$ cat config.mk
export PLATFORM = sky130hd
export DESIGN_NAME = mac_seq_ctrl_flat
export DESIGN_NICKNAME = d
export VERILOG_FILES = /design/src/rtl/mac_ctrl_pkg.sv /design/src/rtl/mac_seq_ctrl_if.sv /design/src/rtl/mac_beat_counter.sv /design/src/rtl/mac_seq_ctrl.sv /design/src/flat_wrapper.sv
export SDC_FILE = /design/constraint.sdc
export NUM_CORES = 1
export LEC_CHECK = 0
export CORE_MARGIN = 2
export CORE_UTILIZATION = 42
export CTS_CLUSTER_SIZE = 28
export DETAILED_ROUTE_END_ITERATION = 10
export GPL_ROUTABILITY_DRIVEN = 1
export GPL_TIMING_DRIVEN = 0
export PLACE_DENSITY = 0.76
export SLEW_MARGIN = 20
export SYNTH_ARGS = -nofsm -noshare
export SYNTH_HDL_FRONTEND = slang
export SYNTH_HIERARCHICAL = 1
export SYNTH_SLANG_ARGS = --single-unit
$ cat constraint.sdc
create_clock -name clk -period 3.2 [get_ports clk]
set_input_delay 0.64 -clock clk [delete_from_list [all_inputs] [get_ports clk]]
set_output_delay 0.64 -clock clk [all_outputs]
set_load 0.01 [all_outputs]
$ cat src/rtl/mac_ctrl_pkg.sv
// Shared definitions for the MAC sequencer: FSM state encoding and default sizing.
package mac_ctrl_pkg;

    typedef enum logic [2:0] {
        IDLE  = 3'd0,
        CLEAR = 3'd1,
        ACCUM = 3'd2,
        DRAIN = 3'd3,
        HOLD  = 3'd4
    } state_t;

    localparam int DEF_WIDTH   = 8;
    localparam int DEF_MAX_LEN = 255;

endpackage

$ cat src/rtl/mac_seq_ctrl_if.sv
// Operand stream, MAC drive and result port of the sequencer; master is the controller side.
interface mac_seq_ctrl_if
    import mac_ctrl_pkg::*;
#(
    parameter int WIDTH     = DEF_WIDTH,
    parameter int WIDTH_MAC = 2 * WIDTH
);
    logic                        in_valid;
    logic                        in_ready;
    logic signed [WIDTH-1:0]     w_in;
    logic signed [WIDTH-1:0]     x_in;
    logic                        mac_en;
    logic                        mac_clr;
    logic signed [WIDTH-1:0]     mac_w;
    logic signed [WIDTH-1:0]     mac_x;
    logic        [WIDTH_MAC-1:0] mac_out;
    logic                        res_valid;
    logic                        res_ready;
    logic        [WIDTH_MAC-1:0] result;

    modport master (
        input  in_valid, w_in, x_in, mac_out, res_ready,
        output in_ready, mac_en, mac_clr, mac_w, mac_x, res_valid, result
    );

    modport slave (
        output in_valid, w_in, x_in, mac_out, res_ready,
        input  in_ready, mac_en, mac_clr, mac_w, mac_x, res_valid, result
    );
endinterface

$ cat src/rtl/mac_beat_counter.sv
// Beat counter for the sequencer: counts accepted pairs and flags the final one.
module mac_beat_counter #(
    parameter int LEN_W = 8
) (
    input  logic             clk,
    input  logic             rst,
    input  logic             clr,
    input  logic             en,
    input  logic [LEN_W-1:0] limit,
    output logic             last
);
    logic [LEN_W-1:0] count;

    always_ff @(posedge clk or negedge rst) begin
        if (!rst) begin
            count <= '0;
        end else if (clr) begin
            count <= '0;
        end else if (en) begin
            count <= count + LEN_W'(1);
        end
    end

    // Only meaningful while limit != 0; the controller never consults it otherwise.
    assign last = (count == limit - LEN_W'(1));
endmodule

$ cat src/rtl/mac_seq_ctrl.sv
// Sequences one MAC datapath through a length-len dot product and presents the captured sum.
module mac_seq_ctrl
    import mac_ctrl_pkg::*;
#(
    parameter int WIDTH     = DEF_WIDTH,
    parameter int WIDTH_MAC = 2 * WIDTH,
    parameter int MAX_LEN   = DEF_MAX_LEN,
    parameter int LEN_W     = $clog2(MAX_LEN + 1)
) (
    input  logic             clk,
    input  logic             rst,
    input  logic             start,
    input  logic [LEN_W-1:0] len,
    input  logic             abort,
    mac_seq_ctrl_if.master   bus,
    output logic             busy,
    output logic             done
);
    localparam logic [LEN_W-1:0] MAX_LEN_V = LEN_W'(MAX_LEN);

    state_t                 state_q, state_d;
    logic [LEN_W-1:0]       len_q;
    logic [WIDTH_MAC-1:0]   result_q;
    logic                   xfer, last, cnt_clr;

    assign xfer    = (state_q == ACCUM) && bus.in_valid;
    assign cnt_clr = (state_q != ACCUM) || abort || (xfer && last);

    mac_beat_counter #(.LEN_W(LEN_W)) u_cnt (
        .clk   (clk),
        .rst   (rst),
        .clr   (cnt_clr),
        .en    (xfer),
        .limit (len_q),
        .last  (last)
    );

    always_ff @(posedge clk or negedge rst) begin
        if (!rst) begin
            state_q  <= IDLE;
            len_q    <= '0;
            result_q <= '0;
        end else begin
            state_q <= state_d;
            if (state_q == IDLE && start) begin
                len_q <= (len > MAX_LEN_V) ? MAX_LEN_V : len;
            end
            if (state_q == DRAIN && !abort) begin
                result_q <= bus.mac_out;
            end
        end
    end

    always_comb begin
        state_d       = state_q;
        bus.in_ready  = 1'b0;
        bus.mac_en    = 1'b0;
        bus.mac_clr   = 1'b0;
        bus.mac_w     = '0;
        bus.mac_x     = '0;
        bus.res_valid = 1'b0;
        done          = 1'b0;
        busy          = (state_q != IDLE);
        unique case (state_q)
            IDLE:  if (start) state_d = CLEAR;
            CLEAR: begin
                bus.mac_clr = 1'b1;
                state_d     = (len_q != '0) ? ACCUM : DRAIN;
            end
            ACCUM: begin
                bus.in_ready = 1'b1;
                if (xfer) begin
                    bus.mac_en = 1'b1;
                    bus.mac_w  = bus.w_in;
                    bus.mac_x  = bus.x_in;
                    if (last) state_d = DRAIN;
                end
            end
            DRAIN: state_d = HOLD;
            HOLD: begin
                bus.res_valid = 1'b1;
                if (bus.res_ready && !abort) begin
                    done    = 1'b1;
                    state_d = IDLE;
                end
            end
            default: state_d = IDLE;
        endcase
        // abort overrides every transition except from IDLE
        if (abort && state_q != IDLE) state_d = IDLE;
    end

    assign bus.result = result_q;
endmodule

$ cat src/flat_wrapper.sv
// flat-port wrapper written by rule: the top's interface ports become plain ports
module mac_seq_ctrl_flat import mac_ctrl_pkg::*;
#(
    parameter int WIDTH     = DEF_WIDTH,
    parameter int WIDTH_MAC = 2 * WIDTH,
    parameter int MAX_LEN   = DEF_MAX_LEN,
    parameter int LEN_W     = $clog2(MAX_LEN + 1)
)
  (clk, rst, start, len, abort, busy, done, bus_in_valid, bus_w_in, bus_x_in, bus_mac_out, bus_res_ready, bus_in_ready, bus_mac_en, bus_mac_clr, bus_mac_w, bus_mac_x, bus_res_valid, bus_result);
  mac_seq_ctrl_if #(.WIDTH(WIDTH), .WIDTH_MAC(WIDTH_MAC)) bus_i ();
  input  logic clk;
  input  logic rst;
  input  logic start;
  input  logic [LEN_W-1:0] len;
  input  logic abort;
  output logic busy;
  output logic done;
  input wire logic [$bits(bus_i.in_valid)-1:0] bus_in_valid;
  input wire logic [$bits(bus_i.w_in)-1:0] bus_w_in;
  input wire logic [$bits(bus_i.x_in)-1:0] bus_x_in;
  input wire logic [$bits(bus_i.mac_out)-1:0] bus_mac_out;
  input wire logic [$bits(bus_i.res_ready)-1:0] bus_res_ready;
  output wire logic [$bits(bus_i.in_ready)-1:0] bus_in_ready;
  output wire logic [$bits(bus_i.mac_en)-1:0] bus_mac_en;
  output wire logic [$bits(bus_i.mac_clr)-1:0] bus_mac_clr;
  output wire logic [$bits(bus_i.mac_w)-1:0] bus_mac_w;
  output wire logic [$bits(bus_i.mac_x)-1:0] bus_mac_x;
  output wire logic [$bits(bus_i.res_valid)-1:0] bus_res_valid;
  output wire logic [$bits(bus_i.result)-1:0] bus_result;
  assign bus_i.in_valid = bus_in_valid;
  assign bus_i.w_in = bus_w_in;
  assign bus_i.x_in = bus_x_in;
  assign bus_i.mac_out = bus_mac_out;
  assign bus_i.res_ready = bus_res_ready;
  assign bus_in_ready = bus_i.in_ready;
  assign bus_mac_en = bus_i.mac_en;
  assign bus_mac_clr = bus_i.mac_clr;
  assign bus_mac_w = bus_i.mac_w;
  assign bus_mac_x = bus_i.mac_x;
  assign bus_res_valid = bus_i.res_valid;
  assign bus_result = bus_i.result;
  mac_seq_ctrl #(.WIDTH(WIDTH), .WIDTH_MAC(WIDTH_MAC), .MAX_LEN(MAX_LEN), .LEN_W(LEN_W)) u_core (.clk(clk), .rst(rst), .start(start), .len(len), .abort(abort), .bus(bus_i), .busy(busy), .done(done));
endmodule
# --- Yosys cells after proc, flatten, opt, wreduce, memory -nomap -nowiden ---
# Cells that the tools add are included.
totals:
  register_bits: 35
  in_bits: 46
  word_cells: 52
classes:
  n_addsub: 2
  order_cmp: 1
  n_eq_ne: 10
  mux: 21
  n_reduce_logical: 14
op_table:
  columns: ["op", "n"]
  rows:
  - ["2-to-1 mux 8 bit", 7]
  - ["2-to-1 mux 3 bit", 5]
  - ["case mux 3 bit (5 select lines)", 1]
  - ["inequality test 3 x 2 -> 1 bit, second input constant", 3]
  - ["adder 8 x 1 -> 8 bit, second input constant", 1]
  - ["== test 8 bit", 1]
  - ["> comparator 8 bit, second input constant", 1]
  - ["2-to-1 mux 1 bit", 8]
  - ["nonzero test 8 bit", 1]
  - ["subtractor 8 x 1 -> 8 bit, second input constant", 1]
  - ["== test 3 x 2 -> 1 bit, second input constant", 2]
  - ["logical AND 1 bit", 6]
  - ["AND reduction 4 bit", 1]
  - ["== test 3 x 1 -> 1 bit, second input constant", 1]
  - ["== test 3 bit, second input constant", 1]
  - ["zero test 3 bit", 1]
  - ["inequality test 3 x 1 -> 1 bit, second input constant", 1]
  - ["inequality test 3 bit, second input constant", 1]
  - ["nonzero test 3 bit", 1]
  - ["logical OR 1 bit", 2]
  - ["nonzero test 2 bit", 1]
  - ["zero test 1 bit", 1]

# --- Longest topological paths before layout ---
# Gate-level depths: netlist of the first run.
depth:
  depth_word: 6
  mapped_depth: 12

# --- Modules after synthesis ---
# The synthesis of the first run kept the hierarchy.
by_module_without_submodules:
  columns: ["mod", "instances", "cells_per_inst", "area_each_um2"]
  rows:
  - ["mac_seq_ctrl", 1, 95, 1258.7]
  - ["mac_beat_counter", 1, 70, 633.1]

# --- Least setup slack after synthesis of the first run ---
# Ideal clock, no wire load.
synth_timing:
  path_kind: "reg2reg"
  startpoint: "register u_core.len_q[0]"
  endpoint: "register u_core.u_cnt.count[6]"
  t_arrival_ps: 2364
  required_time_ps: 3068
  setup_slack_ps: 704
  path_stages_with_launch: 13
  path_cell_list: "dfrtp_1 -> inv_1 -> ha_1 -> or3b_1 -> o31a_1 -> o211ai_1 -> a211oi_1 -> a21boi_1 -> nand2b_1 -> clkbuf_1 -> o2111ai_1 -> xor2_1 -> nor2_1"
synth_via:
  elab_chain_cells: 5
  elab_cells_between_ends: 6
  cone_classes: "1 x add/sub; 1 x eq/ne; 1 x mux; 3 x reduce/logical"
synth_rtl:
  columns: ["item", "line", "source"]
  rows:
  - ["start: declaration", "mac_seq_ctrl.sv:22", "logic [LEN_W-1:0] len_q;"]
  - ["start signal: assignment", "mac_seq_ctrl.sv:46", "len_q <= (len > MAX_LEN_V) ? MAX_LEN_V : len;"]
  - ["subtractor 8 x 1 -> 8 bit (*)", "mac_beat_counter.sv:25", "assign last = (count == limit - LEN_W'(1));"]
  - ["== test 8 bit (*)", "mac_beat_counter.sv:25", null]
  - ["named net u_core.last", "mac_seq_ctrl.sv:24", "logic xfer, last, cnt_clr;"]
  - ["logical AND 1 bit (*)", "mac_seq_ctrl.sv:27", "assign cnt_clr = (state_q != ACCUM) || abort || (xfer && last);"]
  - ["logical OR 1 bit (*)", "mac_seq_ctrl.sv:27", null]
  - ["named net u_core.cnt_clr", "mac_seq_ctrl.sv:24", null]
  - ["2-to-1 mux 8 bit / nonzero test 2 bit (equally long branches)", null, null]
  - ["end signal: assignment", "mac_beat_counter.sv:20", "count <= count + LEN_W'(1);"]
  - ["end: declaration", "mac_beat_counter.sv:12", "logic [LEN_W-1:0] count;"]
# The timed path passes the listed nets; every way through them passes the cells marked *.
# A chain may end at the register's enable or synchronous reset.

# --- Final worst setup path of the first run ---
layout_timing:
  startpoint: "input bus_in_valid"
  endpoint: "output bus_mac_w[5]"
layout_via:
  elab_chain_cells: 3
layout_rtl:
  columns: ["item", "line", "source"]
  rows:
  - ["start: declaration", "flat_wrapper.sv:18", "input wire logic [$bits(bus_i.in_valid)-1:0] bus_in_valid;"]
  - ["logical AND 1 bit", "mac_seq_ctrl.sv:26", "assign xfer = (state_q == ACCUM) && bus.in_valid;"]
  - ["2-to-1 mux 8 bit", "mac_seq_ctrl.sv:72", "if (xfer) begin"]
  - ["2-to-1 mux 8 bit", "mac_seq_ctrl.sv:64", "unique case (state_q)"]
  - ["end: declaration", "flat_wrapper.sv:26", "output wire logic [$bits(bus_i.mac_w)-1:0] bus_mac_w;"]
# Every way passes these cells.

==> results of run 1 <==
[logic make-up after synthesis]
group           share of synthesized area, %
simple gates                           22.02
compound gates                         5.556
buf+inv                                2.447
fa+ha+maj                              1.323
xor+xnor                               6.945
mux                                    15.41
flops                                  46.30
[cells in the final DEF, fill, tap and decap left out, types with 6 or more instances in the layout]
master | synthesis | layout
nor2_1 | 13 | 13
and3_1 | 12 | 12
clkbuf_8 | 0 | 6
dfrtp_1 | 35 | 35
xnor2_1 | 7 | 7
and3_2 | 6 | 6
mux2_2 | 25 | 25
xor2_1 | 8 | 8
clkdlybuf4s50_1 | 0 | 82
[worst max-delay path, cell delays in order]
cell             delay (ps)
clkdlybuf4s50_1         600
clkbuf_1                300
and3_2                  240
clkdlybuf4s50_1         530
[metrics by stage]
step	instances	worst slack (ps)	hold slack [ps]	total power, mW	area (µm²)
after global placement	300	263.6	488.6	1.742	2788
final	308	239.6	203.8	2.086	2898
after floorplan	165	704.5	344.4	1.295	1892
after CTS	309	145.1	203.7	2.113	2902
after global routing	308	34.96	211.9	2.228	2898
after detailed placement	301	222.7	495.9	1.763	2803
[sequential cells by signal (all words and copies together), names as in the netlist]
signal / flops
u_core/len_q: 8
u_core/u_cnt/count: 8
u_core/state_q: 3
u_core/bus.result: 16
[how the worst max path moves through the flow]
| stage | startpoint | end | cells past startpoint |
|---|---|---|---|
| 2_1_floorplan | u_core/len_q[0] | u_core/u_cnt/count[6] | 12 |
| 4_1_cts | u_core/len_q[0] | u_core/u_cnt/count[7] | 12 |
| 3_3_place_gp | bus_in_valid | bus_mac_w[5] | 4 |
| 6_report | bus_in_valid | bus_mac_w[5] | 4 |
| 3_5_place_dp | u_core/len_q[0] | u_core/u_cnt/count[6] | 12 |
| 5_1_grt | u_core/len_q[0] | u_core/u_cnt/count[7] | 11 |
[cell usage after synthesis, types with 2 or more instances]
master / number / area [µm²]
clkbuf_1: 5 / 18.77
a211oi_1: 3 / 22.52
nand3b_1: 3 / 22.52
and3_2: 6 / 45.04
dfrtp_1: 35 / 875.8
inv_1: 3 / 11.26
nor2_1: 13 / 48.80
xor2_1: 8 / 70.07
mux2_2: 25 / 281.5
a21oi_1: 2 / 10.01
ha_1: 2 / 25.02
nor4_1: 2 / 12.51
and3_1: 12 / 75.07
nand4_1: 2 / 12.51
nor3b_1: 2 / 15.01
nand2_1: 3 / 11.26
and2_1: 4 / 25.02
nor3_1: 4 / 20.02
xnor2_1: 7 / 61.31
o2111ai_1: 2 / 17.52
[where the power goes]
part	switching (mW)	leakage [nW]	internal, mW
Sequential	0.171	0.443	0.604
Combinational	0.384	0.719	0.594
Clock	0.158	0.0474	0.176
Total	0.713	1.21	1.37
[per-layer routing]
layer	track usage, %	vias up	routed length [µm]	share of wire (%)
met5	0	-	0	0
met4	5.451	0	31	0.71
met3	7.550	4	355	8.1
met2	28.45	45	2099	48
met1	24.11	759	1902	43
li1	-	782	-	-
[final cells by class]
type / count / area, µm² / area share, %
Inverter: 3 / 11.26 / 0.3886
Multi-Input combinational cell: 120 / 969.7 / 33.46
Sequential cell: 35 / 875.8 / 30.22
Tap cell: 52 / 65.06 / 2.245
Clock buffer: 6 / 82.58 / 2.850
Clock inverter: 2 / 16.27 / 0.5613
Timing Repair Buffer: 84 / 845.8 / 29.19
Buffer: 6 / 31.28 / 1.079
==> reports/qor.txt, run 1 <==
Synth Net Count: 213
Setup Viol. Count Final: 0
Crit Reg-Reg Endpoint: u_core/u_cnt/count[7]
first-pass iteration count of the detailed router: 4
CTS Buf Count: 5
r2r startpoint: u_core/len_q[0]
HP Class: in2async
Slew @ Worst Pin: 355.1 ps
Max Root-Sink Buffers: 2
global route overflow: 0
crit path kind: in2out
# nets final: 303
number of port buffers: 83
Post-synth EDFFs: 0
crit path DAT: 2320 ps
status: completed
DRT Wirelength: 4388 µm
Clock Pin Slew Worst Setup and Hold Paths: 80 ps
root buffer cell: clkbuf_8
Max Cap Violations: 0
Hold Fails Final Rpt: 0
Die X: 71.12 µm
CTS sink count: 35
vias per inst: 5.162
dpl hpwl: 3361 µm
Post-DRT Antenna Nets: 0
routability cong.: 0.7341
Setup crit end kind: primary output
startpoint types: input pin
Synth Instances: 165
die height: 71.12 µm
htree depth: 2
Rel. slew slack: 76.15%
RSZ-0062 raised after global routing: false
required time worst endpoint: 2560 ps
mean post-synth cell area: 11.47 µm²
final core occ: 66.55%
Layout Area Growth over Synthesis: 53.17%
clock latency on the worst-skew pair: 280 ps
number of remaining DRC errors: 0
antenna violations before repair: 0
worst reg2reg path depth: 11
share of cells above drive strength 1: 19.14%
DR vias: 1,590
r2r setup slk: 280 ps
row count: 24
Final Max Tran Viols: 0
Max Clock Skew: 8.195 ps
Yosys Warn Count: 6
Leak: 1.209 nW
VDD IR-drop max: 0.4462 mV
Initial Utilization: 43.45%
drt initial violations: 106
count of cell types in the netlist: 42
Netlist Area Pre-Place: 1892 µm²
postcts setup bufs: 0
minimum clock period: 2960 ps
hold_buf cts: 0
Gates resized, CTS repair: 0
Seq/Total Area, Yosys: 46.30%
# diodes: 0
largest net degree at the start of global routing: 28
DIE AREA: 5057 µm²
PwrDens: 720.0 nW/µm²
fin crit share: 92.51%
TritonCTS clock tree: yes
I/O pins: 84
fill count: 340
FF+latch count, synth: 35
ys async rst share: 100.0%
vias in the first global route: 1,607
GRT Overall Usage: 18.50%
Main synth FF type: dfrtp_1
Max Clk Rate: 0.3378 GHz
top fanout value on the critical path: 10
first-pass GRT wire length: 7417 µm
CORE AREA: 4354 µm²
total negative setup slack: 0 ps
DR WL/cell: 14.25 µm
(Power assumes the default switching activity.)
==> run 2: changes to the inputs <==
CORE_UTILIZATION = 45   (was 42)
PLACE_DENSITY = 0.81   (was 0.76)
RECOVER_POWER = 100   (was not set)
clock period = 3.69 ns   (was 3.2 ns; I/O delays follow)
==> run 2 against run 1 <==
The run now ends with capacitance limit, slew limit left. Clock power down 19%. Clock skew rose by 1.5 ps. Global-route usage up 2.0 points. Register-to-register slack improved by 430 ps. Critical path depth did not move. Highest routed layer unchanged. Largest power group unchanged. Worst setup slack improved by 190 ps. Die area decreased by 6.3%. Utilization grew 3.8 points. Largest cell class unchanged. Sequential share of layout area rose by 0.67 points.
==> reports/qor.txt, run 2 (same netlist as run 1, synthesis figures left out) <==
Crit Reg-Reg Endpoint: u_core/u_cnt/count[7]
DIE AREA: 4739 µm² (-6.3%)
hold_ws: 250.6 ps (+46.87 ps)
Leak: 1.264 nW (+4.5%)
CP Depth: 4 (unchanged)
VDD IR-drop max: 0.4585 mV (+2.8%)
Slew @ Worst Pin: 1683 ps (+1328 ps)
global route overflow: 0 (unchanged)
Initial Utilization: 46.96% (+3.5 points)
Die X: 68.84 µm (-3.2%)
CTS sink count: 35 (unchanged)
HP Class: in2async
row count: 23 (-4.2%)
CP cell instances: dlygate4sd3_1, clkbuf_1, and3_1, dlygate4sd3_1
Rel. slew slack: -12.18% (-88 points)
CP max stage delay: 680 ps (+80 ps)
share of cells above drive strength 1: 16.73% (-2.4 points)
DR vias: 1,579 (-0.69%)
Post-DRT Antenna Nets: 0 (unchanged)
Max Cap Violations: 1 (+1)
Max Clock Skew: 9.732 ps (+1.537 ps)
drt initial violations: 53 (-50%)
routability cong.: 0.7616 (+3.7%)
busiest layer in global routing: met2
die height: 68.84 µm (-3.2%)
postcts setup bufs: 0 (unchanged)
first-pass iteration count of the detailed router: 4 (unchanged)
CORE AREA: 4029 µm² (-7.5%)
DRT Wirelength: 4484 µm (+2.2%)
required time worst endpoint: 2950 ps (+390 ps)
I/O pins: 84 (unchanged)
number of port buffers: 83 (unchanged)
status: finished with violations
Final Max Tran Viols: 33 (+33)
GR Layer Usage met2: 31.61% (+3.2 points)
Setup Viol. Count Final: 0 (unchanged)
vias in the first global route: 1,584 (-1.4%)
total negative setup slack: 0 ps (unchanged)
GRT Overall Usage: 20.52% (+2.0 points)
PwrDens: 605.7 nW/µm² (-16%)
vias per inst: 5.143 (-0.37%)
largest net degree at the start of global routing: 33 (+18%)
crit path kind: in2out
r2r startpoint: u_core/len_q[0]
failing checks: capacitance limit, slew limit
hold_buf cts: 0 (unchanged)
clock latency on the worst-skew pair: 290 ps (about the same)
most common cell after layout, fill and taps aside: clkdlybuf4s50_1
Max Clk Rate: 0.3067 GHz
delay-heaviest family, CP: buffers and inverters
dpl hpwl: 3449 µm (+2.6%)
max FFs per register: 16 (unchanged)
met1 Use GR: 26.03% (+1.9 points)
slowest CP cell: dlygate4sd3_1
top fanout value on the critical path: 10 (unchanged)
minimum clock period: 3261 ps
met3 GRT Util: 8.766% (+1.2 points)
CTS Buf Count: 5 (unchanged)
# nets final: 304 (+0.33%)
most used cell, CP: dlygate4sd3_1
htree depth: 2 (unchanged)
Max Root-Sink Buffers: 2 (unchanged)
crit path DAT: 2520 ps (+200 ps)
post-route design area: 2835 µm² (-2.2%)
Placed Area: 2800 µm² (about the same)
RSZ-0062 raised after global routing: false
root buffer cell: clkbuf_8
Gates resized, CTS repair: 0 (unchanged)
first-pass GRT wire length: 7134 µm (-3.8%)
Worst Path Buf+Inv: 3 (unchanged)
Clock Pin Slew Worst Setup and Hold Paths: 80 ps (about the same)
DR WL/cell: 14.61 µm (+2.5%)
# diodes: 0 (unchanged)
r2r setup slk: 710 ps (+430 ps)
Hold Fails Final Rpt: 0 (unchanged)
Setup crit end kind: primary output
startpoint types: input pin
number of remaining DRC errors: 0 (unchanged)
Layout Area Growth over Synthesis: 49.87%
fin crit share: 88.38%
TritonCTS clock tree: yes
antenna violations before repair: 0 (unchanged)
worst reg2reg path depth: 12 (+1)
commonest non-fill, non-tap cells in the layout: 42 x clkdlybuf4s50_1, 40 x dlygate4sd3_1, 35 x dfrtp_1
-- run 2: cell types whose count changed in the layout (fill, tap and decap cells not counted), sizes merged --
| cell | before | now |
|---|---|---|
| dlygate4sd3 | 0 | 40 |
| clkbuf | 10 | 14 |
| buf | 4 | 1 |
| clkdlybuf4s50 | 82 | 42 |
-- run 2: worst max path at each step --
stage               startpoint                    end  slack [ps]
6_report          bus_in_valid           bus_mac_x[4]         430
5_1_grt           bus_in_valid           bus_mac_x[4]         310
4_1_cts           bus_in_valid           bus_mac_w[5]         550
3_5_place_dp      bus_in_valid           bus_mac_x[4]         550
3_3_place_gp      bus_in_valid           bus_mac_w[5]         570
2_1_floorplan  u_core/len_q[0]  u_core/u_cnt/count[6]        1190
-- run 2: layer usage --
layer  routed length (µm)  share of wire [%]
met5                    0                  0
met4                   42               0.94
met3                  345                7.7
met2                 2196                 49
met1                 1900                 42
-- run 2: where the power goes --
group | switching, mW | internal (mW) | total, mW
Combinational | 0.321 | 0.457 | 0.779
Sequential | 0.146 | 0.524 | 0.669
Clock | 0.137 | 0.132 | 0.269
Total | 0.604 | 1.11 | 1.72
-- run 2: through the flow --
step / setup WS, ps / total power [mW] / std cells / util, %
floorplan: 1194 / 1.123 / 165 / -
global placement: 573.3 / 1.509 / 298 / 69.13
detailed placement: 548.9 / 1.536 / 299 / 69.50
CTS: 550.9 / 1.810 / 307 / 71.61
global route: 312.0 / 1.838 / 307 / 70.37
finish: 429.0 / 1.717 / 307 / 70.37
-- run 2: area by class of cell --
cell class              count  area [µm²]
well taps                  50       62.56
fillers                   321        1194
clock inverters             2       12.51
multi-input cells         120       944.7
inverters                   3       11.26
flip-flops and latches     35       875.8
repair buffers             84       828.3
clock buffers               6       72.57
plain buffers               7       27.53
